[config.mk]
export PLATFORM = sky130hd
export DESIGN_NAME = sfr_bus_master
export DESIGN_NICKNAME = d
export VERILOG_FILES = /design/src/rtl/sfr_pkg.sv /design/src/rtl/sfr_timeout_ctr.sv /design/src/rtl/sfr_bus_master.sv
export SDC_FILE = /design/constraint.sdc
export NUM_CORES = 1
export LEC_CHECK = 0
export ABC_AREA = 1
export BUFFER_PORTS_ARGS = -buffer_cell sky130_fd_sc_hd__buf_2
export CORE_MARGIN = 8
export CORE_UTILIZATION = 49
export DETAILED_ROUTE_END_ITERATION = 8
export PLACE_DENSITY_LB_ADDON = 0.1
export RECOVER_POWER = 25
export SETUP_SLACK_MARGIN = 0.3
export SLEW_MARGIN = 20
export SYNTH_ARGS = -nofsm -noshare
export SYNTH_HDL_FRONTEND = slang
export SYNTH_SLANG_ARGS = --single-unit
export TNS_END_PERCENT = 10
[constraint.sdc]
create_clock -name clk -period 2.13 [get_ports clk]
set_input_delay 0.426 -clock clk [delete_from_list [all_inputs] [get_ports clk]]
set_output_delay 0.426 -clock clk [all_outputs]
set_load 0.05 [all_outputs]
[src/rtl/sfr_pkg.sv]
// Shared types for the SFR bus master: FSM states, captured command and response records.
package sfr_pkg;

  localparam int SFR_ADDR_W = 32;
  localparam int SFR_DATA_W = 32;
  localparam int SFR_STRB_W = SFR_DATA_W / 8;

  typedef enum logic [2:0] {
    IDLE   = 3'd0,
    WR_REQ = 3'd1,
    RD_REQ = 3'd2,
    RSP    = 3'd3,
    GAP    = 3'd4
  } sfr_mst_state_e;

  typedef struct packed {
    logic                  write;
    logic [SFR_ADDR_W-1:0] addr;
    logic [SFR_DATA_W-1:0] wdata;
    logic [SFR_STRB_W-1:0] strobe;
  } sfr_cmd_t;

  typedef struct packed {
    logic                  write;
    logic [SFR_DATA_W-1:0] rdata;
    logic                  error;
  } sfr_rsp_t;

  function automatic logic addr_misaligned(input logic [1:0] lsb);
    return lsb != 2'b00;
  endfunction

endpackage

[src/rtl/sfr_timeout_ctr.sv]
// Request-hold timer: counts cycles while enabled; expired is high during the last allowed cycle.
module sfr_timeout_ctr #(
  parameter int LIMIT = 16
) (
  input  logic clk,
  input  logic reset_n,
  input  logic clear,
  input  logic enable,
  output logic expired
);

  localparam int W = $clog2(LIMIT + 1);

  logic [W-1:0] count;

  always_ff @(posedge clk or negedge reset_n) begin
    if (!reset_n) begin
      count <= '0;
    end else if (clear) begin
      count <= '0;
    end else if (enable && (count != W'(LIMIT))) begin
      count <= count + 1'b1;
    end
  end

  // Flagging one cycle early lets the master leave on the edge where count would reach LIMIT.
  assign expired = enable && (count == W'(LIMIT - 1));

endmodule

[src/rtl/sfr_bus_master.sv]
// SFR bus initiator: one command at a time, drives wr_en/rd_en until ack or timeout, returns a response.
//
// state  | meaning
// IDLE   | cmd_ready high, waiting for a command
// WR_REQ | o_wr_en driven, waiting for i_wready or timeout
// RD_REQ | o_rd_en driven, waiting for i_rvalid or timeout
// RSP    | rsp_valid high, holding response until rsp_ready
// GAP    | one dead cycle, late acks from the slave ignored
module sfr_bus_master
  import sfr_pkg::*;
#(
  parameter int ADDR_W         = SFR_ADDR_W,
  parameter int DATA_W         = SFR_DATA_W,
  parameter int TIMEOUT_CYCLES = 16
) (
  input  logic                clk,
  input  logic                reset_n,
  input  logic                cmd_valid,
  output logic                cmd_ready,
  input  logic                cmd_write,
  input  logic [ADDR_W-1:0]   cmd_addr,
  input  logic [DATA_W-1:0]   cmd_wdata,
  input  logic [DATA_W/8-1:0] cmd_strobe,
  output logic                rsp_valid,
  input  logic                rsp_ready,
  output logic                rsp_write,
  output logic [DATA_W-1:0]   rsp_rdata,
  output logic                rsp_error,
  output logic                o_wr_en,
  output logic                o_rd_en,
  output logic [ADDR_W-1:0]   o_waddr,
  output logic [ADDR_W-1:0]   o_raddr,
  output logic [DATA_W-1:0]   o_wdata,
  output logic [DATA_W/8-1:0] o_wstrobe,
  input  logic                i_wready,
  input  logic                i_rvalid,
  input  logic [DATA_W-1:0]   i_rdata
);

  sfr_mst_state_e state, state_next;
  sfr_cmd_t       cmd_q;
  sfr_rsp_t       rsp_q, rsp_d;
  logic           ready_q;
  logic           cmd_take;
  logic           in_req;
  logic           tmo_expired;

  assign in_req = (state == WR_REQ) || (state == RD_REQ);

  sfr_timeout_ctr #(
    .LIMIT (TIMEOUT_CYCLES)
  ) u_timeout (
    .clk     (clk),
    .reset_n (reset_n),
    .clear   (!in_req),
    .enable  (in_req),
    .expired (tmo_expired)
  );

  always_ff @(posedge clk or negedge reset_n) begin
    if (!reset_n) begin
      state   <= IDLE;
      ready_q <= 1'b0;
      cmd_q   <= '0;
      rsp_q   <= '0;
    end else begin
      state   <= state_next;
      ready_q <= (state_next == IDLE);
      rsp_q   <= rsp_d;
      if (cmd_take) begin
        cmd_q <= '{write:  cmd_write,
                   addr:   SFR_ADDR_W'(cmd_addr),
                   wdata:  SFR_DATA_W'(cmd_wdata),
                   strobe: SFR_STRB_W'(cmd_strobe)};
      end
    end
  end

  always_comb begin
    state_next = state;
    cmd_take   = 1'b0;
    rsp_d      = rsp_q;
    case (state)
      IDLE: begin
        if (cmd_valid && cmd_ready) begin
          cmd_take = 1'b1;
          if (addr_misaligned(cmd_addr[1:0])) begin
            state_next = RSP;
            rsp_d      = '{write: cmd_write, rdata: '0, error: 1'b1};
          end else if (cmd_write) begin
            state_next = WR_REQ;
          end else begin
            state_next = RD_REQ;
          end
        end
      end
      WR_REQ: begin
        // Ack is checked first so an ack on the timeout edge still completes cleanly.
        if (i_wready) begin
          state_next = RSP;
          rsp_d      = '{write: 1'b1, rdata: '0, error: 1'b0};
        end else if (tmo_expired) begin
          state_next = RSP;
          rsp_d      = '{write: cmd_q.write, rdata: '0, error: 1'b1};
        end
      end
      RD_REQ: begin
        if (i_rvalid) begin
          state_next = RSP;
          rsp_d      = '{write: 1'b0, rdata: SFR_DATA_W'(i_rdata), error: 1'b0};
        end else if (tmo_expired) begin
          state_next = RSP;
          rsp_d      = '{write: cmd_q.write, rdata: '0, error: 1'b1};
        end
      end
      RSP: begin
        if (rsp_ready) begin
          state_next = GAP;
        end
      end
      GAP: begin
        state_next = IDLE;
      end
      default: begin
        state_next = IDLE;
      end
    endcase
  end

  // Bus and response outputs decode registers only, so nothing combinational reaches them from inputs.
  assign cmd_ready = ready_q;
  assign rsp_valid = (state == RSP);
  assign rsp_write = rsp_q.write;
  assign rsp_rdata = rsp_q.rdata[DATA_W-1:0];
  assign rsp_error = rsp_q.error;
  assign o_wr_en   = (state == WR_REQ);
  assign o_rd_en   = (state == RD_REQ);
  assign o_waddr   = cmd_q.addr[ADDR_W-1:0];
  assign o_raddr   = cmd_q.addr[ADDR_W-1:0];
  assign o_wdata   = cmd_q.wdata[DATA_W-1:0];
  assign o_wstrobe = cmd_q.strobe[DATA_W/8-1:0];

endmodule

======== Yosys cells after proc, flatten, opt, wreduce, memory -nomap -nowiden ========
Index checks and enable logic that the tools add are counted.
cells by class
  bitwise logic cells ..................... 0
  reductions and logical operators ........ 9
  $add $sub $neg .......................... 1
  divide/modulo/power cells ............... 0
  $lt $le $gt $ge ......................... 0
  multipliers ............................. 0
  shift operators ......................... 0
  equality and inequality tests ........... 8
  muxes and demuxes ....................... 18
operators with widths
  operator               number
  $mux W34               5
  $pmux W34 S3           1
  $mux W3                5
  $pmux W3 S4            1
  $mux W5                2
  $eq A3 B2 Y1 const B   2
  $logic_not A3 Y1       2
  $ne A2 B2 Y1 const B   3
  $add A5 B1 Y5 const B  1
  $eq A5 B4 Y1 const B   1
  $ne A5 B5 Y1 const B   1
  $mux W2                2
  $eq A3 B1 Y1 const B   1
  $logic_and A1 B1 Y1    3
  $reduce_and A3 Y1      1
  $reduce_bool A3 Y1     1
  $mux W1                2
  $reduce_bool A2 Y1     1
  $logic_or A1 B1 Y1     1
word-level totals
  latch bits .............................. 0
  register bits after elaboration ......... 112
  RAM bits ................................ 0
  logic and storage cells ................. 46
  memories kept ........................... 0
  ROM bits ................................ 0
  output and inout bits ................... 138
  input bits .............................. 107

======== Depth between registers and ports, before layout ========
Gate-level depths: netlist of the first run.
  depth in word-level cells ............... 7
  gate-level depth with buffers ........... 9
  depth with buffers taken out ............ 9

======== Hierarchy ========
Synthesis of the first run repeated with hierarchy kept, for this count alone.
unflattened totals
  cells, all modules ...................... 780
  area total of the unflattened synthesis .. 6114.6 sq um
modules (own cells, without submodules)
  module           area each (sq um)  times used  seq. area each (sq um)  cells an instance
  sfr_bus_master   5769.3             1           2677.6                  741
  sfr_timeout_ctr  345.3              1           125.1                   39

======== Worst setup path after synthesis of the first run ========
No wires, ideal clock.
  path kind ............................... reg-to-reg
  start point ............................. register ready_q (netlist: cmd_ready)
  end point ............................... register ready_q (netlist: cmd_ready)
  path buffers ............................ 1
  slack ................................... 0.573 ns
  period minus slack after synthesis ...... 1.557 ns
  setup time .............................. 0.116 ns
  data arrival time ....................... 1.441 ns
  required time ........................... 2.014 ns
  cell stages (with the launch flop) ...... 7
  cells stage by stage .................... dfrtp_1 -> nand2_1 -> nor2_4 -> buf_2 -> o21ai_0 -> nand4_1 -> nor2_1
on the way
  word-level cells in the longest chain between the ends .. 4
RTL lines
  item                      RTL line              source
  start: declaration        sfr_bus_master.sv:43  logic ready_q;
  start signal: assignment  sfr_bus_master.sv:68  ready_q <= (state_next == IDLE);
  $logic_and A1 B1 Y1       sfr_bus_master.sv:85  if (cmd_valid && cmd_ready) begin
  $mux W3                   sfr_bus_master.sv:85
  $pmux W3 S4               sfr_bus_master.sv:83  case (state)
  $logic_not A3 Y1          sfr_bus_master.sv:68
No other way between the ends.
A chain may end at the register's enable or synchronous reset.

======== Worst setup path after layout of the first run ========
  start point ............................. register state[1]
  end point ............................... output o_wr_en
on the way
  word-level cells in the longest chain between the ends .. 1
RTL lines
  item                      RTL line               source
  start: declaration        sfr_bus_master.sv:40   sfr_mst_state_e state, state_next;
  start signal: assignment  sfr_bus_master.sv:67   state <= state_next;
  $eq A3 B1 Y1              sfr_bus_master.sv:136  assign o_wr_en = (state == WR_REQ);
  end: declaration          sfr_bus_master.sv:29   output logic o_wr_en,
No other way between the ends.

==> results of run 1 <==
-- report_power, final --
| part | leakage (nW) | switching (mW) | internal (mW) | total, mW |
|---|---|---|---|---|
| Clock | 0.150 | 0.744 | 0.975 | 1.72 |
| Combinational | 2.36 | 6.20 | 1.85 | 8.05 |
| Sequential | 1.44 | 0.506 | 2.97 | 3.48 |
| Total | 3.95 | 7.45 | 5.80 | 13.2 |
-- final timing paths --
path	startpoint	endpoint	slack, ps	depth (start not counted)
max	state[1]	o_wr_en	310	4
min	reset_n	rsp_rdata[10]	170	1
max reg2reg	u_timeout.count[0]	rsp_write	390	9
min reg2reg	o_wdata[14]	o_wdata[14]	470	2
max in group asynchronous	reset_n	o_wdata[31]	540	2
min in group clk	cmd_wdata[7]	o_wdata[7]	280	3
-- worst reg2reg max path, cell delays in order (launching register included) --
cell and delay [ps]:
dfrtp_1 410, ha_1 220, nand2_1 90, nor2_1 50
ha_1 240, nand2_2 200, buf_12 240, nand2_1 90
nand2_1 70, a21oi_1 50
-- per-layer routing --
metal  GRT usage  wire length (um)  up-vias
met4      0.0538               133        0
met2       0.335              8070      186
met5           0                 0        -
met1       0.239              6910     2369
met3      0.0485              1080       11
li1            -                 -     2443
-- cell families after synthesis --
| group | after synthesis | share of synthesized area |
|---|---|---|
| DFF | 112 | 0.471 |
| buffers and inverters | 193 | 0.193 |
| AOI/OAI and AO/OA | 116 | 0.125 |
| and+or+nand+nor | 303 | 0.204 |
| adders and majority gates | 3 | 0.00630 |
-- synthesized netlist by cell type (all sizes together) --
cell / instances
clkbuf: 14
nand3: 37
buf: 122
inv: 57
ha: 3
nor2: 42
nand4: 2
nand2: 222
o21ai: 74
o22ai: 2
dfrtp: 112
a211oi: 1
a21oi: 39
-- state kept, by name, summed over array words and instances (netlist names) --
register	cells
o_raddr	32
o_wdata	32
rsp_rdata	32
u_timeout.count	5
o_wstrobe	4
state	3
cmd_q	1
cmd_ready	1
rsp_error	1
rsp_write	1
-- layout make-up --
cell class / count / share of cell area
Sequential cell: 112 / 0.403
Clock inverter: 3 / 0.00576
Multi-Input combinational cell: 422 / 0.289
Tap cell: 147 / 0.0265
Timing Repair Buffer: 262 / 0.207
Inverter: 57 / 0.0308
Clock buffer: 13 / 0.0374
-- through the flow --
step,std cells,worst slack [ps],cell area (um2)
4_1_cts,1012,262,6900
5_1_grt,1016,216,6950
3_3_place_gp,996,400,6590
6_report,1016,314,6950
2_1_floorplan,727,573,5950
3_5_place_dp,996,343,6590
-- timing repair --
action,in CTS,in global routing
buffers inserted,0,2
cloned,0,2
pin swaps,0,1
setup endpoints to repair,2,90
gates resized for setup,2,1
==> impl_metrics.env, run 1 <==
export IMPL_final_net_count=974
export IMPL_report_power_total_mw=13.2
export IMPL_grt_pass1_vias=5062
export IMPL_max_slew_worst_pin_slew_ps=936
export IMPL_grt_remaining_overflow=0
export IMPL_place_hpwl_mm=11.6
export IMPL_vdd_ir_drop_max_v=0.000672
export IMPL_period_share=0.853
export IMPL_cp_slowest_stage_delay_ps=440
export IMPL_setup_worst_path_start_class="flop"
export IMPL_power_per_cell_area_mw_per_mm2=1910
export IMPL_dieWidth_um=126
export IMPL_route_vias_total=5009
export IMPL_avg_synthesized_cell_area_um2=8.19
export IMPL_regArea_mm2=0.00280
export IMPL_io_pins=245
export IMPL_design_core_area_mm2=0.0120
export IMPL_leading_cell_types_by_total_area_after_synthesis="dfrtp_1, nand2_1, buf_4, inv_1, o21ai_0"
export IMPL_timing_final_setup_violations=0
export IMPL_ctsHoldBuffers=0
export IMPL_clock_sinks=112
export IMPL_dr_pass1_iters=4
export IMPL_clock_tree_buffer_depth=2
export IMPL_worstSetupEndpointType="primary output"
export IMPL_fillerInstances=1130
export IMPL_cts_htree_levels=3
export IMPL_synthCells=727
export IMPL_die_height_um=126
export IMPL_clk_pin_slew_worst_paths_ps=70
export IMPL_mapped_cell_area_mm2=0.00595
export IMPL_final_layout_size_suffix_gt1_frac=0.376
export IMPL_timing_critical_path_buf_inv=2
export IMPL_worstSkewPairLatency_ps=340
export IMPL_path_cells="nor2_2 -> nand2_2 -> inv_2 -> clkbuf_4"
export IMPL_yosys_area_top_type_share=0.471
export IMPL_yosys_register_bits=112
export IMPL_ctsRootBufferMaster="clkbuf_16"
export IMPL_synth_net_count=837
export IMPL_critical_path_max_fanout=7
export IMPL_timing_worst_setup_path_type="reg -> out"
export IMPL_mostFrequentLayoutCells="buf_2, nand2_1, dfrtp_1"
export IMPL_post_route_util=0.581
export IMPL_place_port_buffers=244
export IMPL_clock_tree_from_tritoncts="built"
export IMPL_timing_final_hold_violations=0
export IMPL_initial_utilization=0.498
export IMPL_drt_total_wl_mm=16.2
export IMPL_achievable_frequency_mhz=551
export IMPL_drt_first_iter_violations=244
export IMPL_run_status="completed"
export IMPL_area_growth_synth_to_final_pct=16.7
export IMPL_data_arrival_at_the_endpoint_of_the_critical_path_ps=1390
export IMPL_num_antenna_cells=0
export IMPL_critical_path_slowest_cell="dfrtp_1"
export IMPL_rsz0062_at_grt="yes"
export IMPL_wl_per_cell_um=15.9
export IMPL_remaining_drc_errors=0
export IMPL_floorplan_die_area_mm2=0.0159
export IMPL_place_gp_congestion=0.805
export IMPL_largest_net_degree_at_the_start_of_global_routing=73
export IMPL_row_count=40
export IMPL_synth_warnings=0
export IMPL_layout_cells_most_common="buf_2"
export IMPL_worst_endpoint_required_ps=1700
export IMPL_report_final_slew_viol_count=0
export IMPL_drt_via_density=4.93
export IMPL_cts_inserted_buffers=9
export IMPL_max_slew_margin=0.376
export IMPL_multiInputGateArea_mm2=0.00201
export IMPL_timing_hold_ws_ps=171
export IMPL_synth_cell_types=25
export IMPL_yosysTopAreaCell="dfrtp_1"
export IMPL_timing_final_crit_period_ps=1820
export IMPL_synth_seq_area_share=0.471
export IMPL_maxCapViolCount=0
export IMPL_crit_path_leading_delay_family="flip-flops"
export IMPL_hold_class="in -> async"
export IMPL_number_of_antenna_violations_at_the_first_check_in_global_routing=0
export IMPL_grtUsageTotal=0.195
export IMPL_cellLeakagePower_nw=3.95
export IMPL_remaining_antenna_violation_count=0
export IMPL_finalSetupTns_ps=0
export IMPL_fin_skew_ps=9.58
export IMPL_grt_first_pass_wirelength_mm=25.5
(Power assumes the default switching activity.)
==> run 2, diff against run 1 <==
ABC_AREA = 0   (was 1)
CORE_UTILIZATION = 47   (was 49)
==> run 2 against run 1 <==
Against the previous run: design area shrank 12%; sequential cell count is the same; first-iteration DRC count shrank 46%; register-to-register slack worse by 120 ps; global-route usage is 3.2 points lower.
==> impl_metrics.env, run 2 <==
export IMPL_final_net_count=659
export IMPL_worst_r2r_startpoint="state[1]"
export IMPL_timing_worst_setup_path_type="reg -> reg"
export IMPL_grtUsageTotal=0.164
export IMPL_run_status="completed"
export IMPL_period_share=0.874
export IMPL_synth_top_cells_by_count="dfrtp_1, buf_4, mux2_2, a22o_1, buf_2"
export IMPL_grt_first_pass_wirelength_mm=18.9
export IMPL_grt_pass1_vias=3691
export IMPL_synth_net_count=507
export IMPL_synth_seq_area_share=0.541
export IMPL_rsz0062_at_grt="yes"
export IMPL_floorplan_die_area_mm2=0.0146
export IMPL_yosys_area_top_type_share=0.541
export IMPL_fillerInstances=970
export IMPL_timing_final_hold_violations=0
export IMPL_cts_inserted_buffers=9
export IMPL_avg_synthesized_cell_area_um2=13.1
export IMPL_ctsRootBufferMaster="clkbuf_8"
export IMPL_number_of_antenna_violations_at_the_first_check_in_global_routing=0
export IMPL_timing_hold_ws_ps=264
export IMPL_drt_via_density=4.85
export IMPL_post_route_util=0.567
export IMPL_multiInputGateArea_mm2=0.00153
export IMPL_place_gp_congestion=0.772
export IMPL_die_height_um=121
export IMPL_drt_first_iter_violations=131
export IMPL_fin_skew_ps=9.34
export IMPL_crit_start="state[1]"
export IMPL_hold_class="in -> reg"
export IMPL_regArea_mm2=0.00281
export IMPL_synth_cell_types=40
export IMPL_mostFrequentLayoutCells="buf_2, dfrtp_1, mux2_2"
export IMPL_holdPathStages=2
export IMPL_clk_pin_slew_worst_paths_ps=100
export IMPL_wl_per_cell_um=17.3
export IMPL_place_port_buffers=244
export IMPL_achievable_frequency_mhz=537
export IMPL_critical_path_max_fanout=32
export IMPL_critical_path_slowest_cell="or4b_4"
export IMPL_mapped_cell_area_mm2=0.00518
export IMPL_ctsHoldBuffers=0
export IMPL_min_delay_src="i_rdata[3]"
export IMPL_yosysTopAreaCell="dfrtp_1"
export IMPL_synth_edff_count=0
export IMPL_max_slew_margin=0.000242
export IMPL_yosys_register_bits=112
export IMPL_dieWidth_um=121
export IMPL_clock_tree_buffer_depth=2
export IMPL_synthCells=397
export IMPL_dr_pass1_iters=4
export IMPL_cts_htree_levels=3
export IMPL_rr_worst_depth=6
export IMPL_worstSkewPairLatency_ps=370
export IMPL_clock_sinks=112
export IMPL_dominantRegCellSynth="dfrtp_1"
export IMPL_worst_endpoint_required_ps=2400
export IMPL_data_arrival_at_the_endpoint_of_the_critical_path_ps=2130
export IMPL_num_antenna_cells=0
export IMPL_cp_slowest_stage_delay_ps=530
export IMPL_synth_most_common_cell="dfrtp_1"
export IMPL_grt_remaining_overflow=0
export IMPL_area_growth_synth_to_final_pct=18.0
export IMPL_synth_warnings=0
export IMPL_remaining_drc_errors=0
export IMPL_route_vias_total=3362
export IMPL_timing_final_crit_period_ps=1860
export IMPL_setup_worst_path_start_class="flop"
export IMPL_initial_utilization=0.480
export IMPL_place_hpwl_mm=9.02
export IMPL_io_pins=245
export IMPL_worstSetupEndpointType="flop"
export IMPL_timing_final_setup_violations=0
export IMPL_final_layout_size_suffix_gt1_frac=0.647
export IMPL_design_core_area_mm2=0.0108
export IMPL_leading_cell_types_by_total_area_after_synthesis="dfrtp_1, mux2_2, buf_4, a22o_1, buf_6"
export IMPL_row_count=38
export IMPL_report_final_slew_viol_count=0
export IMPL_remaining_antenna_violation_count=0
export IMPL_clock_tree_from_tritoncts="built"
export IMPL_finalSetupTns_ps=0
export IMPL_layout_cells_most_common="buf_2"
export IMPL_ys_async_sr_fraction=1.00
export IMPL_max_slew_worst_pin_slew_ps=1500
export IMPL_drt_total_wl_mm=12.0
export IMPL_largest_net_degree_at_the_start_of_global_routing=113
export IMPL_maxCapViolCount=0
export IMPL_path_cells="buf_4 -> or4b_4 -> o22ai_4 -> o31ai_4 -> buf_12 -> a22o_1"
==> run 2: cell count changes after synthesis, sizes merged, moves of 5 or more <==
| cell | before | now |
|---|---|---|
| nand2 | 222 | 1 |
| buf | 122 | 112 |
| nor3 | 0 | 5 |
| nand3 | 37 | 2 |
| o21ai | 74 | 6 |
| nor2 | 42 | 5 |
| a22o | 0 | 32 |
| inv | 57 | 6 |
| mux2 | 0 | 69 |
| clkbuf | 14 | 6 |
| a21oi | 39 | 3 |
==> run 2: cells by family after synthesis <==
kind of cell / count (synthesis) / synth area share
compound gates: 51 / 0.0833
xor+xnor: 4 / 0.00676
fa+ha+maj: 3 / 0.00724
buf+inv: 124 / 0.170
flops: 112 / 0.541
mux: 70 / 0.152
simple gates: 33 / 0.0401
==> run 2: per-layer routing <==
layer | global-route usage | vias up | wire (um)
li1 | - | 1570 | -
met1 | 0.181 | 1622 | 4660
met3 | 0.0619 | 14 | 1360
met4 | 0.0726 | 0 | 208
met5 | 0 | - | 0
met2 | 0.275 | 156 | 5790
==> run 2: what timing repair did <==
action                     in CTS  in global routing
resized for setup              16                  1
cloned                          0                  0
setup endpoints to repair      36                100
pin swaps                       0                  1
setup buffers                   6                  0
==> run 2: area by class of cell <==
class / instances / share of cell area
Timing Repair Buffer: 259 / 0.228
Multi-Input combinational cell: 161 / 0.251
Sequential cell: 112 / 0.459
Inverter: 6 / 0.00368
Clock buffer: 9 / 0.0203
Tap cell: 140 / 0.0286
Clock inverter: 6 / 0.0100
==> run 2: worst paths after layout <==
check,end,slack [ps]
setup reg to reg,rsp_rdata[5],270
hold reg to reg,rsp_rdata[14],500
setup / recovery,rsp_rdata[5],270
max in group asynchronous,state[1],560
hold / removal,rsp_rdata[3],260
min in group asynchronous,o_raddr[27],550
==> run 2: critical path: cells and delay by family (launching register included) <==
family / cells / cell delay (ps)
compound gates: 3 / 470
simple gates: 1 / 530
flops: 1 / 430
buf+inv: 2 / 320
==> run 2: metrics by stage <==
step | instances | worst slack, ps | cell area [um2]
2_1_floorplan | 397 | 389 | 5200
3_3_place_gp | 672 | 219 | 5840
3_5_place_dp | 672 | 193 | 5840
4_1_cts | 693 | 266 | 6120
5_1_grt | 693 | 220 | 6110
6_report | 693 | 269 | 6110
Power of run 2 is left out: the tool's default activity adds up to more than one toggle a clock period on the data nets, which glitch-free logic cannot reach.
